===== src/rtl/uart_sched_pkg.sv =====
// uart_sched_pkg: shared state encoding, defaults and index-width helper for the UART TX scheduler
package uart_sched_pkg;
    typedef enum logic [1:0] {IDLE, SEND, WAIT, ABORT} state_e;
    localparam int DEF_TIMEOUT = 150000;
    localparam int DEF_TO_W    = 18;
    function automatic int idx_w(input int n);
        return (n > 1) ? $clog2(n) : 1;
    endfunction
endpackage


===== src/rtl/uart_tx_scheduler_rr_pick.sv =====
// rr_pick: combinational round-robin selector, double-width masked priority encode starting at ptr
module rr_pick
    import uart_sched_pkg::*;
#(
    parameter int NREQ = 4,
    localparam int GW = idx_w(NREQ)
) (
    input  logic [NREQ-1:0] req,
    input  logic [GW-1:0]   ptr,
    output logic [GW-1:0]   grant,
    output logic            any
);
    logic [2*NREQ-1:0] dbl;
    always_comb begin
        dbl   = {req, req};
        grant = '0;
        any   = |req;
        for (int j = 2*NREQ-1; j >= 0; j--)
            if (dbl[j] && j >= int'(ptr)) grant = GW'(j % NREQ);
    end
endmodule


===== src/rtl/uart_tx_scheduler.sv =====
// uart_tx_scheduler: round-robin sharing of one UART transmitter among NREQ byte requesters with watchdog abort
module uart_tx_scheduler
    import uart_sched_pkg::*;
#(
    parameter int NREQ    = 4,
    parameter int DW      = 8,
    parameter int TO_W    = DEF_TO_W,
    parameter int TIMEOUT = DEF_TIMEOUT,
    localparam int GW = idx_w(NREQ)
) (
    input  logic               PCLK,
    input  logic               PRESETn,
    input  logic [NREQ-1:0]    req_valid,
    input  logic [NREQ*DW-1:0] req_data,
    output logic [NREQ-1:0]    req_ready,
    output logic [NREQ-1:0]    req_done,
    output logic [NREQ-1:0]    req_err,
    output logic               tx_en,
    output logic [DW-1:0]      tx_data,
    output logic               tx_rst,
    input  logic               tx_busy,
    input  logic               tx_done,
    output logic [GW-1:0]      grant_id,
    output logic               active
);
    state_e            state_q, state_d;
    logic [GW-1:0]     ptr_q, ptr_d, grant_q, grant_d, pick, ptr_nxt;
    logic [TO_W-1:0]   cnt_q, cnt_d;
    logic [DW-1:0]     tx_data_q, tx_data_d;
    logic              tx_en_q, tx_en_d, tx_rst_q, tx_rst_d, active_q, active_d, any;
    logic [NREQ-1:0]   req_ready_q, req_ready_d, req_done_q, req_done_d, req_err_q, req_err_d;
    logic              timeout;

    rr_pick #(.NREQ(NREQ)) u_pick (.req(req_valid), .ptr(ptr_q), .grant(pick), .any(any));

    assign ptr_nxt = (int'(grant_q) == NREQ-1) ? '0 : grant_q + 1'b1;
    assign timeout = (TIMEOUT != 0) && (cnt_q == TO_W'(TIMEOUT - 1));

    always_comb begin
        state_d     = state_q;
        ptr_d       = ptr_q;
        cnt_d       = cnt_q;
        grant_d     = grant_q;
        tx_data_d   = tx_data_q;
        tx_en_d     = tx_en_q;
        tx_rst_d    = 1'b0;
        req_ready_d = '0;
        req_done_d  = '0;
        req_err_d   = '0;
        case (state_q)
            IDLE: if (any && !tx_busy) begin
                state_d     = SEND;
                grant_d     = pick;
                tx_data_d   = req_data[int'(pick)*DW +: DW];
                tx_en_d     = 1'b1;
                cnt_d       = '0;
                req_ready_d = NREQ'(1) << pick;
            end
            SEND, WAIT: begin
                cnt_d = (cnt_q == '1) ? cnt_q : cnt_q + 1'b1;
                // completion takes priority over a coincident watchdog expiry
                if (tx_done) begin
                    state_d    = IDLE;
                    tx_en_d    = 1'b0;
                    req_done_d = NREQ'(1) << grant_q;
                    ptr_d      = ptr_nxt;
                end else if (timeout) begin
                    state_d   = ABORT;
                    tx_en_d   = 1'b0;
                    tx_rst_d  = 1'b1;
                    req_err_d = NREQ'(1) << grant_q;
                    ptr_d     = ptr_nxt;
                end else if (state_q == SEND && tx_busy) begin
                    state_d = WAIT;
                    tx_en_d = 1'b0;
                end
            end
            default: state_d = IDLE;
        endcase
        active_d = (state_d != IDLE);
    end

    always_ff @(posedge PCLK or negedge PRESETn) begin
        if (!PRESETn) begin
            state_q     <= IDLE;
            ptr_q       <= '0;
            cnt_q       <= '0;
            grant_q     <= '0;
            tx_data_q   <= '0;
            tx_en_q     <= 1'b0;
            tx_rst_q    <= 1'b0;
            active_q    <= 1'b0;
            req_ready_q <= '0;
            req_done_q  <= '0;
            req_err_q   <= '0;
        end else begin
            state_q     <= state_d;
            ptr_q       <= ptr_d;
            cnt_q       <= cnt_d;
            grant_q     <= grant_d;
            tx_data_q   <= tx_data_d;
            tx_en_q     <= tx_en_d;
            tx_rst_q    <= tx_rst_d;
            active_q    <= active_d;
            req_ready_q <= req_ready_d;
            req_done_q  <= req_done_d;
            req_err_q   <= req_err_d;
        end
    end

    assign req_ready = req_ready_q;
    assign req_done  = req_done_q;
    assign req_err   = req_err_q;
    assign tx_en     = tx_en_q;
    assign tx_data   = tx_data_q;
    assign tx_rst    = tx_rst_q;
    assign grant_id  = grant_q;
    assign active    = active_q;
endmodule

===== config.mk =====
export PLATFORM = sky130hd
export DESIGN_NAME = uart_tx_scheduler
export DESIGN_NICKNAME = d
export VERILOG_FILES = /design/src/rtl/uart_sched_pkg.sv /design/src/rtl/uart_tx_scheduler_rr_pick.sv /design/src/rtl/uart_tx_scheduler.sv
export SDC_FILE = /design/constraint.sdc
export NUM_CORES = 1
export LEC_CHECK = 0
export BUFFER_PORTS_ARGS = -buffer_cell sky130_fd_sc_hd__buf_2
export CORE_MARGIN = 8
export CORE_UTILIZATION = 49
export CTS_CLUSTER_DIAMETER = 150
export DETAILED_ROUTE_END_ITERATION = 8
export PLACE_DENSITY = 0.77
export SKIP_LAST_GASP = 1
export SLEW_MARGIN = 20
export SYNTH_ARGS = -nofsm -noshare
export SYNTH_HDL_FRONTEND = slang
export SYNTH_HIERARCHICAL = 1
export SYNTH_SLANG_ARGS = --single-unit

===== constraint.sdc =====
create_clock -name PCLK -period 2.1 [get_ports PCLK]
set_input_delay 0.21 -clock PCLK [delete_from_list [all_inputs] [get_ports PCLK]]
set_output_delay 0.21 -clock PCLK [all_outputs]
set_load 0.1 [all_outputs]

[Word-level counts from Yosys, hierarchy flattened]
Index checks and enable logic that the tools add are counted.
Operators by class
  shift operators: 3
  multiplexer cells: 33
  order comparisons: 3
  add/sub/neg operators: 2
  equality and inequality tests: 8
  reductions and logical operators: 16
Operator list (count)
  equality test 18 bit, second input constant: 2
  2-to-1 mux 18 bit: 2
  case mux 18 bit (2 select lines): 1
  variable part select 32 x 6 -> 8 bit: 1
  2-to-1 mux 2 bit: 14
  2-to-1 mux 4 bit: 7
  adder 18 x 1 -> 18 bit, second input constant: 1
  << shifter 1 x 2 -> 4 bit, first input constant: 2
  2-to-1 mux 1 bit: 7
  AND reduction 3 bit: 2
  nonzero test 2 bit: 3
  logical AND 1 bit: 5
  equality test 2 x 1 -> 1 bit, second input constant: 2
  greater-or-equal comparator 1 x 2 -> 1 bit, first input constant: 2
  != test 2 bit, second input constant: 2
  != test 4 bit, second input constant: 1
  case mux 2 bit (2 select lines): 1
  AND reduction 2 bit: 2
  OR reduction 4 bit: 1
  adder 2 x 1 -> 2 bit, second input constant: 1
  equality test 2 bit, second input constant: 1
  greater-or-equal comparator 2 bit, first input constant: 1
  zero test 2 bit: 1
  case mux 1 bit (2 select lines): 1
  2 further kinds: 2
Word-level totals
  logic and storage cells: 76
  input port bits: 40
  register bits: 47
  output and inout bits: 25

[Longest topological paths before layout]
  depth after elaboration: 10
  mapped depth: 8
  gate-level depth less buffers: 6

[By module]
Netlist, hierarchy kept.
Modules (own cells, without submodules)
  uart_tx_scheduler: times used 1, area an instance 2658.8 um^2, sequential area each 1176.1 um^2, cells each 266
  rr_pick: times used 1, area an instance 77.6 um^2, sequential area each 0.0 um^2, cells each 12

[Least setup slack after synthesis]
Ideal clock, no wire load.
  kind: reg2reg
  from: reg ptr_q[0]
  to: reg tx_data_q[2], in the netlist tx_data[2]
  arrival: 1.875 ns
  path buffers: 1
  period minus slack after synthesis: 1.994 ns
  setup slack: 0.106 ns
  data required time: 1.980 ns
  library setup time: 0.120 ns
  stages on the path, launching flop included: 8
  cell sequence: dfrtp_1 -> inv_1 -> a22o_1 -> a211oi_2 -> buf_2 -> mux4_2 -> nand2_1 -> nand2_1
Between the ends
  cells in the longest elaborated chain, start to end: 6
  elaborated cells between the ends (all ways): 10
  those cells by class: order compare (3); shift (1); mux (3); reduce/logical (3)
Ends and longest elaborated chain
  start, declared: RTL line uart_tx_scheduler.sv:27  | logic [GW-1:0] ptr_q, ptr_d, grant_q, grant_d, pick, ptr_nxt;
  start signal, assigned: RTL line uart_tx_scheduler.sv:98  | ptr_q <= ptr_d;
  greater-or-equal comparator 2 bit: RTL line uart_tx_scheduler_rr_pick.sv:19  | if (dbl[j] && j >= int'(ptr)) grant = GW'(j % NREQ);
  logical AND 1 bit: RTL line uart_tx_scheduler_rr_pick.sv:19
  2-to-1 mux 2 bit (2 in a row): RTL line uart_tx_scheduler_rr_pick.sv:19
  2-to-1 mux 2 bit *: RTL line uart_tx_scheduler_rr_pick.sv:19
  net pick[0]: RTL line uart_tx_scheduler.sv:27
  variable part select 32 x 6 -> 8 bit *: RTL line uart_tx_scheduler.sv:54  | tx_data_d = req_data[int'(pick)*DW +: DW];
  end signal, assigned: RTL line uart_tx_scheduler.sv:101  | tx_data_q <= tx_data_d;
  end, declared: RTL line uart_tx_scheduler.sv:29  | logic [DW-1:0] tx_data_q, tx_data_d;
The timed path passes the listed nets; every way through them passes the cells marked *.
A chain may end at the register's enable or synchronous reset.

[Final worst setup path]
  from: reg state_q[1]
  to: reg req_err_q[0], in the netlist req_err[0]
Between the ends
  cells in the longest elaborated chain, start to end: 3
  elaborated cells between the ends (all ways): 4
  those cells by class: eq/ne (2); mux (1); reduce/logical (1)
Ends and longest elaborated chain
  start, declared: RTL line uart_tx_scheduler.sv:26  | state_e state_q, state_d;
  start signal, assigned: RTL line uart_tx_scheduler.sv:97  | state_q <= state_d;
  equality test 2 x 1 -> 1 bit or equality test 2 bit (tied branches): RTL line uart_tx_scheduler.sv:50  | case (state_q)
  OR reduction 2 bit *: RTL line uart_tx_scheduler.sv:50
  2-to-1 mux 4 bit *: RTL line uart_tx_scheduler.sv:50
  net req_err_d[0]: RTL line uart_tx_scheduler.sv:31  | logic [NREQ-1:0] req_ready_q, req_ready_d, req_done_q, req_done_d, req_err_q, req_err_d;
  end signal, assigned: RTL line uart_tx_scheduler.sv:107  | req_err_q <= req_err_d;
  end, declared: RTL line uart_tx_scheduler.sv:31
Marked as above.

==> key figures <==
Layout
  – Sequential cell area: 1180 um2
  – Area of the multi-input gates: 1430 um2
  – Share of cells above drive strength 1: 30.1%
  – Nets: 403
  – Filler cells: 453
  – Post-route cell area: 3350 um2
  – Area overhead of the layout relative to synthesis: 22.5%
  – Antenna diodes: 0

Timing
  – Max-slew violation count: 0
  – Total Negative Setup Slacks: 0 ps
  – Max-slew headroom: 68.5%
  – Fmax: 510 MHz
  – RSZ-0062 raised after global routing: no
  – Setup Skew: 7.48 ps
  – Setup slack after layout: 140 ps
  – Hold Vio Cnt, Final: 0
  – Setup violators final: 0
  – Fin crit share: 93.4%
  – Final Critical Period: 1960 ps
  – Worst-Margin Slew: 461 ps

Clocking
  – Clock transition at the registers of the reported paths: 80 ps
  – Worst skew pair latency: 310 ps
  – Post-CTS Setup Inserts: 0
  – CTS tree: done
  – TritonCTS Sinks: 47
  – Number of buffers created by CTS: 5
  – Root Buffer: clkbuf_8
  – Clock Path Buffers: 2
  – Clock H-tree levels: 2

Synthesis
  – Synthesis Warnings: 6
  – Cells after Synth: 278
  – Distinct cells, synth: 54
  – Commonest cells in the netlist: dfrtp_1 (47), nand2_1 (40), nand3_1 (16)
  – Area contributors post-synth: dfrtp_1 (43%), mux4_2 (6.6%), nand2_1 (5.5%)
  – Synth top area share: 43.0%
  – Cell area after synthesis: 2740 um2
  – Main synth FF type: dfrtp_1
  – Yosys top cell by area: dfrtp_1
  – EDFF count, synth: 0
  – Flops & latches, synth: 47
  – Share of flip-flops with an asynchronous set or reset: 100%
  – Syn Area/Cell: 9.84 um2
  – Synthesized Nets: 326
  – Top-count cell post-synth: dfrtp_1
  – Sequential area share after synthesis: 43.0%

Placed design
  – Placer Congestion: 0.959
  – Pre-CTS setup slack: -29.7 ps
  – Buffers on Ports: 64
  – Final HPWL DP: 5550 um
  – Placed cell area: 3230 um2

Detailed routing
  – Drt drc: 0
  – Initial DRC Count: 282
  – 1st-pass router iterations: 4
  – Via Count: 2474
  – Routed Antenna Nets: 0
  – Final WL: 7090 um
  – Vias/cell: 5.79
  – Drt wl/cell: 16.6 um

Setup path
  – Worst setup EP type: register
  – Worst r2r src: state_q[1]$_DFF_PN0_
  – Setup crit start kind: register
  – CP required: 2340 ps
  – CP cell instances: inv_1, ha_1, buf_12, nand2b_1, or4_4, clkinv_2, and2_1
  – Worst Path Max Fanout: 30
  – Critical path's top delay family: simple AND/OR/NAND/NOR gates
  – Worst r2r path cells: 7
  – Buf/Inv on CP: 3
  – Max stage delay on crit path: 560 ps
  – Critical Path Start: state_q[1]$_DFF_PN0_
  – Cell with the largest stage delay on the worst path: or4_4
  – Crit path arrival time: 2200 ps
  – R2R Path End: req_err[0]$_DFF_PN0_
  – R2R setup slack: 140 ps
  – Type of the worst setup path: reg2reg

Floorplan
  – Die span in y: 90.7 um
  – Initial Utilization: 50.3%
  – I/O pin count: 65
  – Die Footprint: 8230 um2
  – FP Rows: 27
  – Die width: 90.7 um
  – Area of the core: 5440 um2

Min path
  – Hold Path Origin: tx_done
  – Hold Crit Endpoint: req_done[2]$_DFF_PN0_
  – Hold/Removal Path Class: in2reg
  – Hold depth: 2

Power
  – Clock Power Share: 12.7%
  – Static leakage: 1.63 nW
  – P_int: 2.46 mW
  – Net Sw Frac: 52.4%
  – Power per cell area: 1540 nW/um2
  – Reg power frac: 25.6%
  – Combinational fraction of design power: 61.7%
  – P_sw: 2.71 mW
  – Max IR drop VDD: 1.06 mV

Job
  – Max-cap check violation count: 0

GRT
  – Grt total ovfl: 0
  – Global-route wire length before repair: 12100 um
  – GRT Total Usage: 17.8%
  – Initial antenna violation count: 0
  – Largest net degree at the start of global routing: 31
  – Vias in the first global route: 2589

Run status
  – Run status: completed
cells in the final DEF, fill, tap and decap left out, types with 4 or more instances in the layout:
cell and instances:
clkbuf_8 5, o2bb2ai_1 5, inv_1 12, dfrtp_1 47, mux2i_1 5, a22o_1 5
ha_1 8, a21oi_1 11, and2_1 7, nand2b_1 6, a31oi_1 4, mux4_2 8
nor2_1 6, o21ai_0 14, nand2_1 40, nand3_1 16, nor3_1 5, buf_2 64
buf_4 20, and3_1 11
area by class of cell:
type	instances	share of cell area (%)
Clock buffer	5	2.05
Multi-Input combinational cell	202	42.6
Inverter	13	1.49
Clock inverter	2	1.12
Sequential cell	47	35.1
Tap cell	72	2.69
Timing Repair Buffer	86	14.9
through the flow:
step,hold slack (ps),cells,utilization (%),power (mW)
after floorplan,-85.6,278,-,3.67
after global placement,202,419,59.4,4.44
after detailed placement,210,419,59.4,4.51
after CTS,266,427,61.5,5.18
after global routing,282,427,61.6,5.48
final,281,427,61.6,5.17
layer usage:
| layer | part of all wire, % | routed length, um | vias to the layer above | global-route usage [%] |
|---|---|---|---|---|
| met5 | 0 | 0 | - | 0 |
| met4 | 1.4 | 96 | 0 | 7.21 |
| met3 | 8.8 | 621 | 9 | 4.57 |
| met2 | 49 | 3490 | 105 | 29.1 |
| met1 | 41 | 2880 | 1179 | 21.7 |
| li1 | - | - | 1181 | - |
worst reg2reg max path, delay by kind of cell, from the launching register on:
family                     cells  cell delay (ps)
adders and majority gates      1              330
and+or+nand+nor                3              810
buffers and inverters          3              360
DFF                            1              400
power by group through the flow:
stage / sequential [mW] / combinational [mW] / clock (mW)
final: 1.32 / 3.19 / 0.656
after global routing: 1.36 / 3.42 / 0.700
after CTS: 1.32 / 3.18 / 0.670
after detailed placement: 1.34 / 3.18 / 0
after global placement: 1.33 / 3.11 / 0
after floorplan: 2.34 / 1.33 / 0
timing repair:
action | in CTS | in global routing
endpoints found under the hold margin | 20 | 0
endpoints found under the setup margin | 0 | 11
hold buffers | 1 | 0
gates resized for setup | 0 | 2
flip-flops by register name, summed over array words and instances (netlist names):
register,cells
req_done,4
cnt_q,18
ptr_q,2
tx_data,8
grant_id,2
req_ready,4
req_err,4
state_q,2
tx_rst,1
tx_en,1
active,1
worst max-delay path by stage:
stage | cells past startpoint | end | slack, ps
after detailed placement | 7 | cnt_q[10]$_DFFE_PN0P_ | -30
final | 7 | req_err[0]$_DFF_PN0_ | 140
after global routing | 7 | tx_data[6]$_DFFE_PN0P_ | 30
after floorplan | 7 | tx_data[2]$_DFFE_PN0P_ | 110
after CTS | 6 | cnt_q[13]$_DFFE_PN0P_ | 60
after global placement | 7 | cnt_q[10]$_DFFE_PN0P_ | 20
logic make-up (layout without fill, tap and decap cells):
family                   Yosys count  count (layout)  share of synthesized area, %
buffers and inverters             29             106                          5.03
flip-flops                        47              47                          43.0
AND/OR/NAND/NOR                  114             114                          22.1
adder cells (fa/ha/maj)            8               8                          3.66
AO/OA/AOI/OAI                     67              67                          17.8
multiplexers                      13              13                          8.41
Note: power is estimated with default switching activity, not from simulation.
